--- src/rtl/disp_demux.sv ---
// Receive side of the multiplexed 7-segment bus: rebuilds the four
// digit registers from the time-multiplexed an/sseg lines.
module disp_demux #(
  parameter int SETTLE_CYCLES  = 16,
  parameter int MATCH_COUNT    = 2,
  parameter int TIMEOUT_CYCLES = 2**20
) (
  input  logic       clk,
  input  logic       reset,
  input  logic [3:0] an,
  input  logic [7:0] sseg,
  output logic [7:0] dig_0,
  output logic [7:0] dig_1,
  output logic [7:0] dig_2,
  output logic [7:0] dig_3,
  output logic [3:0] valid,
  output logic [3:0] update,
  output logic       an_err
);

  localparam int CW = $clog2(SETTLE_CYCLES + 1);
  localparam int MW = $clog2(MATCH_COUNT + 1);
  localparam int TW = $clog2(TIMEOUT_CYCLES + 1);

  localparam logic [CW-1:0] SETTLE_LAST = CW'(SETTLE_CYCLES - 1);
  localparam logic [MW-1:0] MATCH_MAX   = MW'(MATCH_COUNT);
  localparam logic [TW-1:0] TO_MAX      = TW'(TIMEOUT_CYCLES);

  localparam logic [1:0] S_IDLE   = 2'd0;
  localparam logic [1:0] S_SETTLE = 2'd1;
  localparam logic [1:0] S_SAMPLE = 2'd2;
  localparam logic [1:0] S_DONE   = 2'd3;

  logic [3:0]    an_q;
  logic [7:0]    sseg_q;
  logic          ill_q;
  logic [1:0]    state, state_nxt;
  logic [3:0]    pat, pat_nxt;
  logic [CW-1:0] cnt, cnt_nxt;
  logic          go;

  logic [7:0]    dig_r  [4];
  logic [7:0]    cand   [4];
  logic [MW-1:0] mc     [4];
  logic [MW-1:0] mc_nxt [4];
  logic [TW-1:0] to_cnt [4];
  logic [3:0]    samp;
  logic [3:0]    commit;

  logic [3:0] an_lo;
  logic       is_blank;
  logic       is_legal;
  logic       is_ill;
  logic       held;

  assign an_lo    = ~an_q;
  assign is_blank = (an_q == 4'hF);
  assign is_legal = (an_lo != 4'h0) && ((an_lo & (an_lo - 4'd1)) == 4'h0);
  assign is_ill   = !is_blank && !is_legal;
  assign held     = (an_q == pat);

  // sseg_q only belongs to the latched digit while the pattern still holds
  assign samp = (state == S_SAMPLE && held) ? ~pat : 4'h0;

  assign dig_0 = dig_r[0];
  assign dig_1 = dig_r[1];
  assign dig_2 = dig_r[2];
  assign dig_3 = dig_r[3];

  always_comb begin
    state_nxt = state;
    pat_nxt   = pat;
    cnt_nxt   = cnt;
    go        = 1'b0;
    unique case (state)
      S_IDLE:   go = 1'b1;
      S_SETTLE: begin
        if (!held)
          go = 1'b1;
        else if (cnt == SETTLE_LAST)
          state_nxt = S_SAMPLE;
        else
          cnt_nxt = cnt + CW'(1);
      end
      S_SAMPLE: begin
        if (held) state_nxt = S_DONE;
        else      go = 1'b1;
      end
      S_DONE:   go = !held;
      default:  go = 1'b1;
    endcase
    if (go) begin
      if (is_legal) begin
        state_nxt = S_SETTLE;
        pat_nxt   = an_q;
        cnt_nxt   = '0;
      end else begin
        state_nxt = S_IDLE;
      end
    end
  end

  always_comb begin
    commit = '0;
    for (int n = 0; n < 4; n++) begin
      mc_nxt[n] = MW'(1);
      if (sseg_q == cand[n])
        mc_nxt[n] = (mc[n] == MATCH_MAX) ? MATCH_MAX : mc[n] + MW'(1);
      commit[n] = samp[n] && (mc_nxt[n] == MATCH_MAX);
    end
  end

  always_ff @(posedge clk or posedge reset) begin
    if (reset) begin
      an_q   <= 4'hF;
      sseg_q <= '0;
      ill_q  <= 1'b0;
      an_err <= 1'b0;
      state  <= S_IDLE;
      pat    <= 4'hF;
      cnt    <= '0;
      valid  <= '0;
      update <= '0;
      for (int n = 0; n < 4; n++) begin
        dig_r[n]  <= '0;
        cand[n]   <= '0;
        mc[n]     <= '0;
        to_cnt[n] <= '0;
      end
    end else begin
      an_q   <= an;
      sseg_q <= sseg;
      ill_q  <= is_ill;
      an_err <= is_ill && !ill_q;
      state  <= state_nxt;
      pat    <= pat_nxt;
      cnt    <= cnt_nxt;
      update <= '0;
      for (int n = 0; n < 4; n++) begin
        if (samp[n]) begin
          cand[n]   <= sseg_q;
          mc[n]     <= mc_nxt[n];
          to_cnt[n] <= '0;
        end else if (to_cnt[n] != TO_MAX) begin
          to_cnt[n] <= to_cnt[n] + TW'(1);
        end
        if (commit[n]) begin
          dig_r[n]  <= sseg_q;
          valid[n]  <= 1'b1;
          update[n] <= !valid[n] || (dig_r[n] != sseg_q);
        end else if (!samp[n] && to_cnt[n] == TO_MAX) begin
          valid[n] <= 1'b0;
        end
      end
    end
  end

endmodule

--- config.mk ---
export PLATFORM = sky130hd
export DESIGN_NAME = disp_demux
export DESIGN_NICKNAME = d
export VERILOG_FILES = /design/src/rtl/disp_demux.sv
export SDC_FILE = /design/constraint.sdc
export NUM_CORES = 1
export LEC_CHECK = 0
export CORE_UTILIZATION = 49
export CTS_BUF_LIST = sky130_fd_sc_hd__clkbuf_16
export DETAILED_ROUTE_END_ITERATION = 12
export PLACE_DENSITY = 0.68
export SYNTH_ARGS = -nofsm -noshare
export SYNTH_HDL_FRONTEND = slang
export SYNTH_SLANG_ARGS = --single-unit
export TNS_END_PERCENT = 20
--- constraint.sdc ---
create_clock -name clk -period 8.95 [get_ports clk]
set_clock_uncertainty 0.15 [all_clocks]
set_input_delay 1.79 -clock clk [delete_from_list [all_inputs] [get_ports clk]]
set_output_delay 1.79 -clock clk [all_outputs]
set_load 0.03 [all_outputs]
# After elaboration in Yosys (flattened, before gate mapping)
# Cells that the tools add are included.
[totals]
register_bits = 189
latchBits = 0
mem_bits_rw = 0
mem_bits_ro = 0
inputBits = 14
output_inout_bits = 41
word_cells = 159
n_memories = 0
[op_classes]
n_addsub = 10
multipliers = 0
div_mod_pow = 0
n_lt_le_gt_ge = 0
eq_ne = 33
shift = 0
n_mux = 42
n_bitwise = 3
n_reduce_logical = 43
[ops]
columns = ["op", "n"]
rows = [
  ["$mux W21", 8],
  ["$add A21 B1 Y21 const B", 4],
  ["$eq A21 B21 Y1 const B", 4],
  ["$ne A21 B21 Y1 const B", 4],
  ["$eq A8 B8 Y1", 4],
  ["$ne A8 B8 Y1", 4],
  ["$mux W5", 5],
  ["$mux W2", 12],
  ["$eq A2 B2 Y1 const B", 10],
  ["$reduce_bool A2 Y1", 8],
  ["$mux W1", 14],
  ["$logic_and A1 B1 Y1", 12],
  ["$logic_not A1 Y1", 12],
  ["$ne A3 B3 Y1 const B", 3],
  ["$add A2 B1 Y2 const B", 4],
  ["$not A4 Y4", 2],
  ["$add A5 B1 Y5 const B", 1],
  ["$eq A5 B4 Y1 const B", 1],
  ["$and A4 B4 Y4", 1],
  ["$eq A4 B4 Y1", 1],
  ["$eq A4 B4 Y1 const B", 1],
  ["$logic_not A4 Y1", 1],
  ["$logic_or A1 B1 Y1", 4],
  ["$mux W4", 1],
  ["10 further kinds", 10],
]

# Longest topological paths before layout
# Gate-level depths: netlist (run 1).
[depth]
ltp_word = 8
mapped_depth = 7
mapped_depth_nobuf = 7

# Worst setup path before layout (run 1)
# No wires, ideal clock.
[synth_path]
path_kind = "register to output"
start = "register dig_r, in the netlist dig_0[0]"
end = "output port dig_0[0]"
arrival_ns = 0.507
required_ns = 7.010
slack_ns = 6.503
stages_incl_launch_ff = 1
path_buffers = 0
cell_sequence = "dfrtp_1"
[synth_rtl]
columns = ["element", "line", "source"]
rows = [
  ["from (decl)", "42", "logic [7:0] dig_r [4];"],
  ["from (signal, indexed assignment)", "148", "dig_r[n] <= sseg_q;"],
  ["to (decl)", "12", "output logic [7:0] dig_0,"],
]
# No word-level cell between the ends.

==> results.json, run 1 <==
{
  "mappedNetlistArea_um2": 9150,
  "via_per_inst": 5.26,
  "vias": 6176,
  "fp.dieW_um": 139,
  "netSwitchingPower_uw": 430,
  "portBuffers": 54,
  "tns_ns": 0,
  "design_area_um2": 10500,
  "numCtsBuffers": 17,
  "drv_cap": 0,
  "hold_slack_ns": 0.251,
  "finalNonFillerCells": 1175,
  "synth_top_family_by_area": "simple AND/OR/NAND/NOR gates",
  "path_clk_slew_ns": 0.07,
  "post_cts_buffers": 0,
  "syn_nets": 918,
  "nFillCells": 1570,
  "root_buffer": "clkbuf_16",
  "hpwl_um": 11200,
  "fin_crit_sh": 0.389,
  "syn_area_per_cell_um2": 10.3,
  "synth-compound-area-share": 0.0286,
  "pwr-share-comb": 0.069,
  "wirelength_um": 17000,
  "syn_to_final_growth_pct": 14.6,
  "insertion_delay_ns": 0.43,
  "die-area_um2": 19200,
  "synth_seq_area_share": 0.518,
  "wire_per_inst_um": 14.5,
  "cts_resized": 0,
  "grt_pass1_wl_um": 29700,
  "finalSetupViolCount": 0,
  "drt-pass1-iter-count": 9,
  "drt_iter0_drc": 315,
  "fin_nets": 964,
  "drive_above_1_share": 0.0708,
  "die_h_um": 139,
  "io_pins": 55,
  "max_freq_mhz": 287,
  "synth_fa_ha_area_frac": 0.0233,
  "n_antenna_cell": 0,
  "hold_buffers": 0,
  "synthSimpleGateAreaFrac": 0.214,
  "max_slew.worst_pin.slew_ns": 0.869,
  "final_common_cell": "dfrtp_1",
  "synth_area_leaders": "dfrtp_1 50%, xnor2_1 7.7%, xor2_1 6.0%",
  "grt_pass1_vias": 6097,
  "multi_input_area_um2": 4170,
  "start_util": 0.504,
  "violations": "DRC",
  "worst-path-max-fanout": 120,
  "drv_slew": 0,
  "cts.htree.levels": 4,
  "design.core.area_um2": 18100,
  "synth_edf_count": 0,
  "cp.required_ns": 9.25,
  "grt_overflow": 0,
  "muxShareOfSynthArea": 0.0461,
  "slew_headroom": 0.420,
  "async_flop_share": 1.00,
  "grt.total_usage": 0.193,
  "ant_nets": 0,
  "synth.largest_area_cell": "dfrtp_1",
  "place_inst": 1143,
  "min_path_type": "flip-flop to flip-flop",
  "p_leak_nw": 4.75,
  "dpl_worst_slack_ns": 4.90,
  "placed_area_um2": 9910,
  "yosysUniqueCellTypes": 45,
  "antenna_found_initial": 0,
  "gp_congestion": 0.801,
  "final_cell_mix": "181 x dfrtp_1, 132 x nand2_1, 109 x nor2_1",
  "synth_cells": 887,
  "critPathArrivalTime_ns": 3.78,
  "ir_worst_vdd_mv": 0.141,
  "status": "finished with violations",
  "p_per_area_nw_per_um2": 169,
  "clockBufferDepth": 2,
  "end_kind": "async pin",
  "yosysWarnings": 0,
  "p_seq_frac": 0.516,
  "cts_tree": "yes",
  "register_area_um2": 4740,
  "synth_top_area_share": 0.495,
  "critPathKind": "input pin to async pin",
  "synth_seq_cells": 189,
  "setup_slack_ns": 5.47,
  "grt_max_degree": 121,
  "num_rows": 49,
  "cts_sinks": 189,
  "clkPwrFrac": 0.415,
  "hold_viol_final": 0,
  "synthXorXnorAreaFrac": 0.144,
  "intPower_mw": 1.34,
  "period_needed_ns": 3.48,
  "start_kind": "input pin",
  "synth_ff_type": "dfrtp_1",
  "p_sw_frac": 0.243,
  "drc_errors": 4,
  "rsz0062_at_grt": "false"
}
power by group through the flow:
stage / Sequential (mW) / Combinational (mW) / Clock (mW)
after floorplan: 0.917 / 0.103 / 0
after global placement: 0.930 / 0.123 / 0
after detailed placement: 0.931 / 0.124 / 0
after CTS: 0.915 / 0.125 / 0.754
after global routing: 0.917 / 0.138 / 0.786
final: 0.914 / 0.122 / 0.736
metal layers:
| metal | track usage | share of wire | vias to the layer above |
|---|---|---|---|
| li1 | - | - | 3078 |
| met1 | 0.262 | 0.49 | 2994 |
| met2 | 0.314 | 0.47 | 89 |
| met3 | 0.0345 | 0.028 | 15 |
| met4 | 0.0614 | 0.010 | 0 |
| met5 | 0 | 0 | - |
path summary, 6_finish.rpt:
check / startpoint / endpoint / slack (ns) / depth (start not counted)
setup / recovery: reset / sseg_q[6] / 5.47 / 3
hold / removal: ill_q / an_err / 0.25 / 1
setup reg to reg: state[0] / dig_2[3] / 6.23 / 7
hold reg to reg: ill_q / an_err / 0.25 / 1
max in group clk: dig_2[5] / dig_2[5] / 5.48 / 1
min in group asynchronous: reset / to_cnt[49] / 1.74 / 2
final cells by class:
| class | count | share of cell area |
|---|---|---|
| sequential | 189 | 0.452 |
| multi-input combinational | 635 | 0.398 |
| clock buffer | 17 | 0.0406 |
| clock inverter | 15 | 0.0141 |
| inverter | 28 | 0.0107 |
| tap | 229 | 0.0273 |
| timing repair buffer | 62 | 0.0573 |
per-stage QoR:
stage                     utilization  total power, mW
after floorplan                     -             1.02
after global placement          0.546             1.05
after detailed placement        0.546             1.06
after CTS                       0.578             1.79
after global routing            0.578             1.84
final                           0.578             1.77
logic make-up (layout without fill, tap and decap cells):
kind of cell	count (synthesis)	in the layout
simple gates	395	395
mux	38	38
flops	189	189
buf+inv	63	122
fa+ha+maj	17	17
xor+xnor	147	147
compound gates	38	38
synth_stat cells, types with 2 or more instances:
library cell,number
nand4b_1,3
xnor2_1,80
and2_1,3
nand2_1,132
nor3_4,4
mux2_1,30
clkbuf_1,35
nor4_1,21
nor4_2,2
a41oi_2,2
a22oi_1,4
or3_1,8
nor4b_1,8
mux2i_1,5
nand4_1,30
and3_1,4
xnor2_2,4
a31oi_1,4
nor2_1,109
mux2_2,3
xor2_1,63
o21ai_0,11
o211ai_1,2
inv_1,27
ha_1,17
nand3_4,2
o21ai_1,4
a21oi_1,3
dfrtp_1,181
nand3_2,2
o22a_1,4
nor3_1,14
dfstp_2,8
and4_1,10
nand3_1,38
sequential cells by signal, summed over array words and instances, names as in the netlist:
register  count
update        4
pat           4
dig_1         8
to_cnt       84
dig_3         8
valid         4
cnt           5
cand         32
dig_0         8
sseg_q        8
an_err        1
ill_q         1
dig_2         8
an_q          4
mc            8
state         2
critical path, stage by stage:
cell	delay [ns]
clkdlybuf4s50_1	0.49
inv_8	0.56
buf_4	0.80
No activity file was read; power rests on OpenSTA's default activity.
==> inputs of run 2 (changes only) <==
- PLACE_DENSITY: 0.68 -> 0.7
- clock period: 8.95 -> 3.05 ns (I/O delays scaled with it)
==> run 2 against run 1 <==
Against the previous run: critical path depth increased by 2; hold slack improved by 0.00094 ns; flip-flop and latch count unchanged; cell count increased by 0.34%; via count increased by 2.1%; sequential power increased to 2.9 times the previous value; first-iteration DRC count decreased by 2.9%; the run still ends with DRC left; power increased to 3.0 times the previous value; critical endpoint is now dig_2[5]; core utilization increased by 0.30 points; wire length increased by 5.0%.
==> results.json, run 2 (synthesis gave the netlist of run 1 again) <==
{
  "p_per_area_nw_per_um2": 497,
  "end_kind": "flip-flop",
  "final_cell_mix": "181 x dfrtp_1, 132 x nand2_1, 109 x nor2_1",
  "drv_slew": 0,
  "drv_cap": 0,
  "violations": "DRC",
  "ir_worst_vdd_mv": 0.397,
  "via_per_inst": 5.35,
  "placed_area_um2": 9960,
  "hold_slack_ns": 0.252,
  "hpwl_um": 11800,
  "insertion_delay_ns": 0.43,
  "wire_per_inst_um": 15.2,
  "drive_above_1_share": 0.0758,
  "max_freq_mhz": 400,
  "finalSetupViolCount": 0,
  "p_leak_nw": 4.76,
  "wirelength_um": 17900,
  "fin_crit_sh": 0.820,
  "path_clk_slew_ns": 0.07,
  "cts_sinks": 189,
  "die-area_um2": 19200,
  "hold_viol_final": 0,
  "start_util": 0.504,
  "hold_buffers": 0,
  "gp_congestion": 0.807,
  "status": "finished with violations",
  "root_buffer": "clkbuf_16",
  "fp.dieW_um": 139,
  "drt_iter0_drc": 306,
  "largestRegisters": "to_cnt x84, cand x32",
  "grt_max_degree": 88,
  "grt_pass1_vias": 6203,
  "portBuffers": 54,
  "period_needed_ns": 2.50,
  "numCtsBuffers": 17,
  "largest_reg_flops": 84,
  "min_path_type": "flip-flop to flip-flop",
  "critPathArrivalTime_ns": 2.66,
  "num_rows": 49,
  "clockBufferDepth": 2,
  "n_antenna_cell": 0,
  "die_h_um": 139,
  "syn_to_final_growth_pct": 15.2,
  "io_pins": 55,
  "cts_resized": 0,
  "worst-path-max-fanout": 16,
  "design_area_um2": 10500,
  "drc_errors": 2,
  "start_kind": "flip-flop",
  "fin_nets": 968,
  "ant_nets": 0,
  "drt-pass1-iter-count": 9,
  "grt.total_usage": 0.199,
  "max_slew.worst_pin.slew_ns": 0.794,
  "antenna_found_initial": 0,
  "rsz0062_at_grt": "false",
  "largest-register": "to_cnt",
  "cts_tree": "yes",
  "cp.required_ns": 3.21,
  "post_cts_buffers": 0,
  "vias": 6304,
  "final_common_cell": "dfrtp_1",
  "design.core.area_um2": 18100,
  "cts.htree.levels": 4,
  "grt_pass1_wl_um": 30800,
  "critPathKind": "flip-flop to flip-flop",
  "grt_overflow": 0,
  "slew_headroom": 0.466
}
[run 2: final timing paths]
| check | from | cells after the start | endpoint | slack, ns |
|---|---|---|---|---|
| max reg2reg | sseg_q[0] | 5 | dig_2[5] | 0.55 |
| min in group asynchronous | reset | 3 | state[1] | 0.53 |
| min reg2reg | ill_q | 1 | an_err | 0.25 |
| max in group asynchronous | reset | 3 | to_cnt[53] | 1.79 |
| max | sseg_q[0] | 5 | dig_2[5] | 0.55 |
| min | ill_q | 1 | an_err | 0.25 |
[run 2: cell type report]
cell class | instances | area (µm²)
sequential | 189 | 4740
clock inverter | 15 | 150
multi-input combinational | 635 | 4170
inverter | 28 | 109
clock buffer | 17 | 425
timing repair buffer | 66 | 656
fill | 1525 | 7610
tap | 229 | 287
[run 2: per-layer routing]
layer | vias up | wire [µm] | GRT usage
li1 | 3093 | - | -
met2 | 77 | 8580 | 0.320
met5 | - | 0 | 0
met3 | 16 | 635 | 0.0363
met4 | 0 | 204 | 0.0661
met1 | 3118 | 8480 | 0.275
[run 2: power breakdown]
group	leakage, nW	total (mW)	switching (mW)	internal, mW
sequential	2.53	2.69	0.112	2.58
clock	0.270	2.18	0.980	1.20
combinational	1.96	0.364	0.201	0.163
[run 2: through the flow]
step	TNS (ns)	instances	util	setup WS (ns)	power (mW)
2_1_floorplan	-24.97	887	-	-0.138	3.00
3_3_place_gp	0	1147	0.549	0.610	3.10
3_5_place_dp	0	1147	0.549	0.555	3.11
4_1_cts	0	1179	0.581	0.550	5.30
5_1_grt	0	1179	0.581	0.373	5.45
6_report	0	1179	0.581	0.550	5.24
[run 2: critical path: stages (launching register included)]
cell and delay (ns):
dfrtp_1 0.83, xnor2_1 0.19, nand4_1 0.15, nor3_1 0.37, nand3_2 0.29, mux2_1 0.39
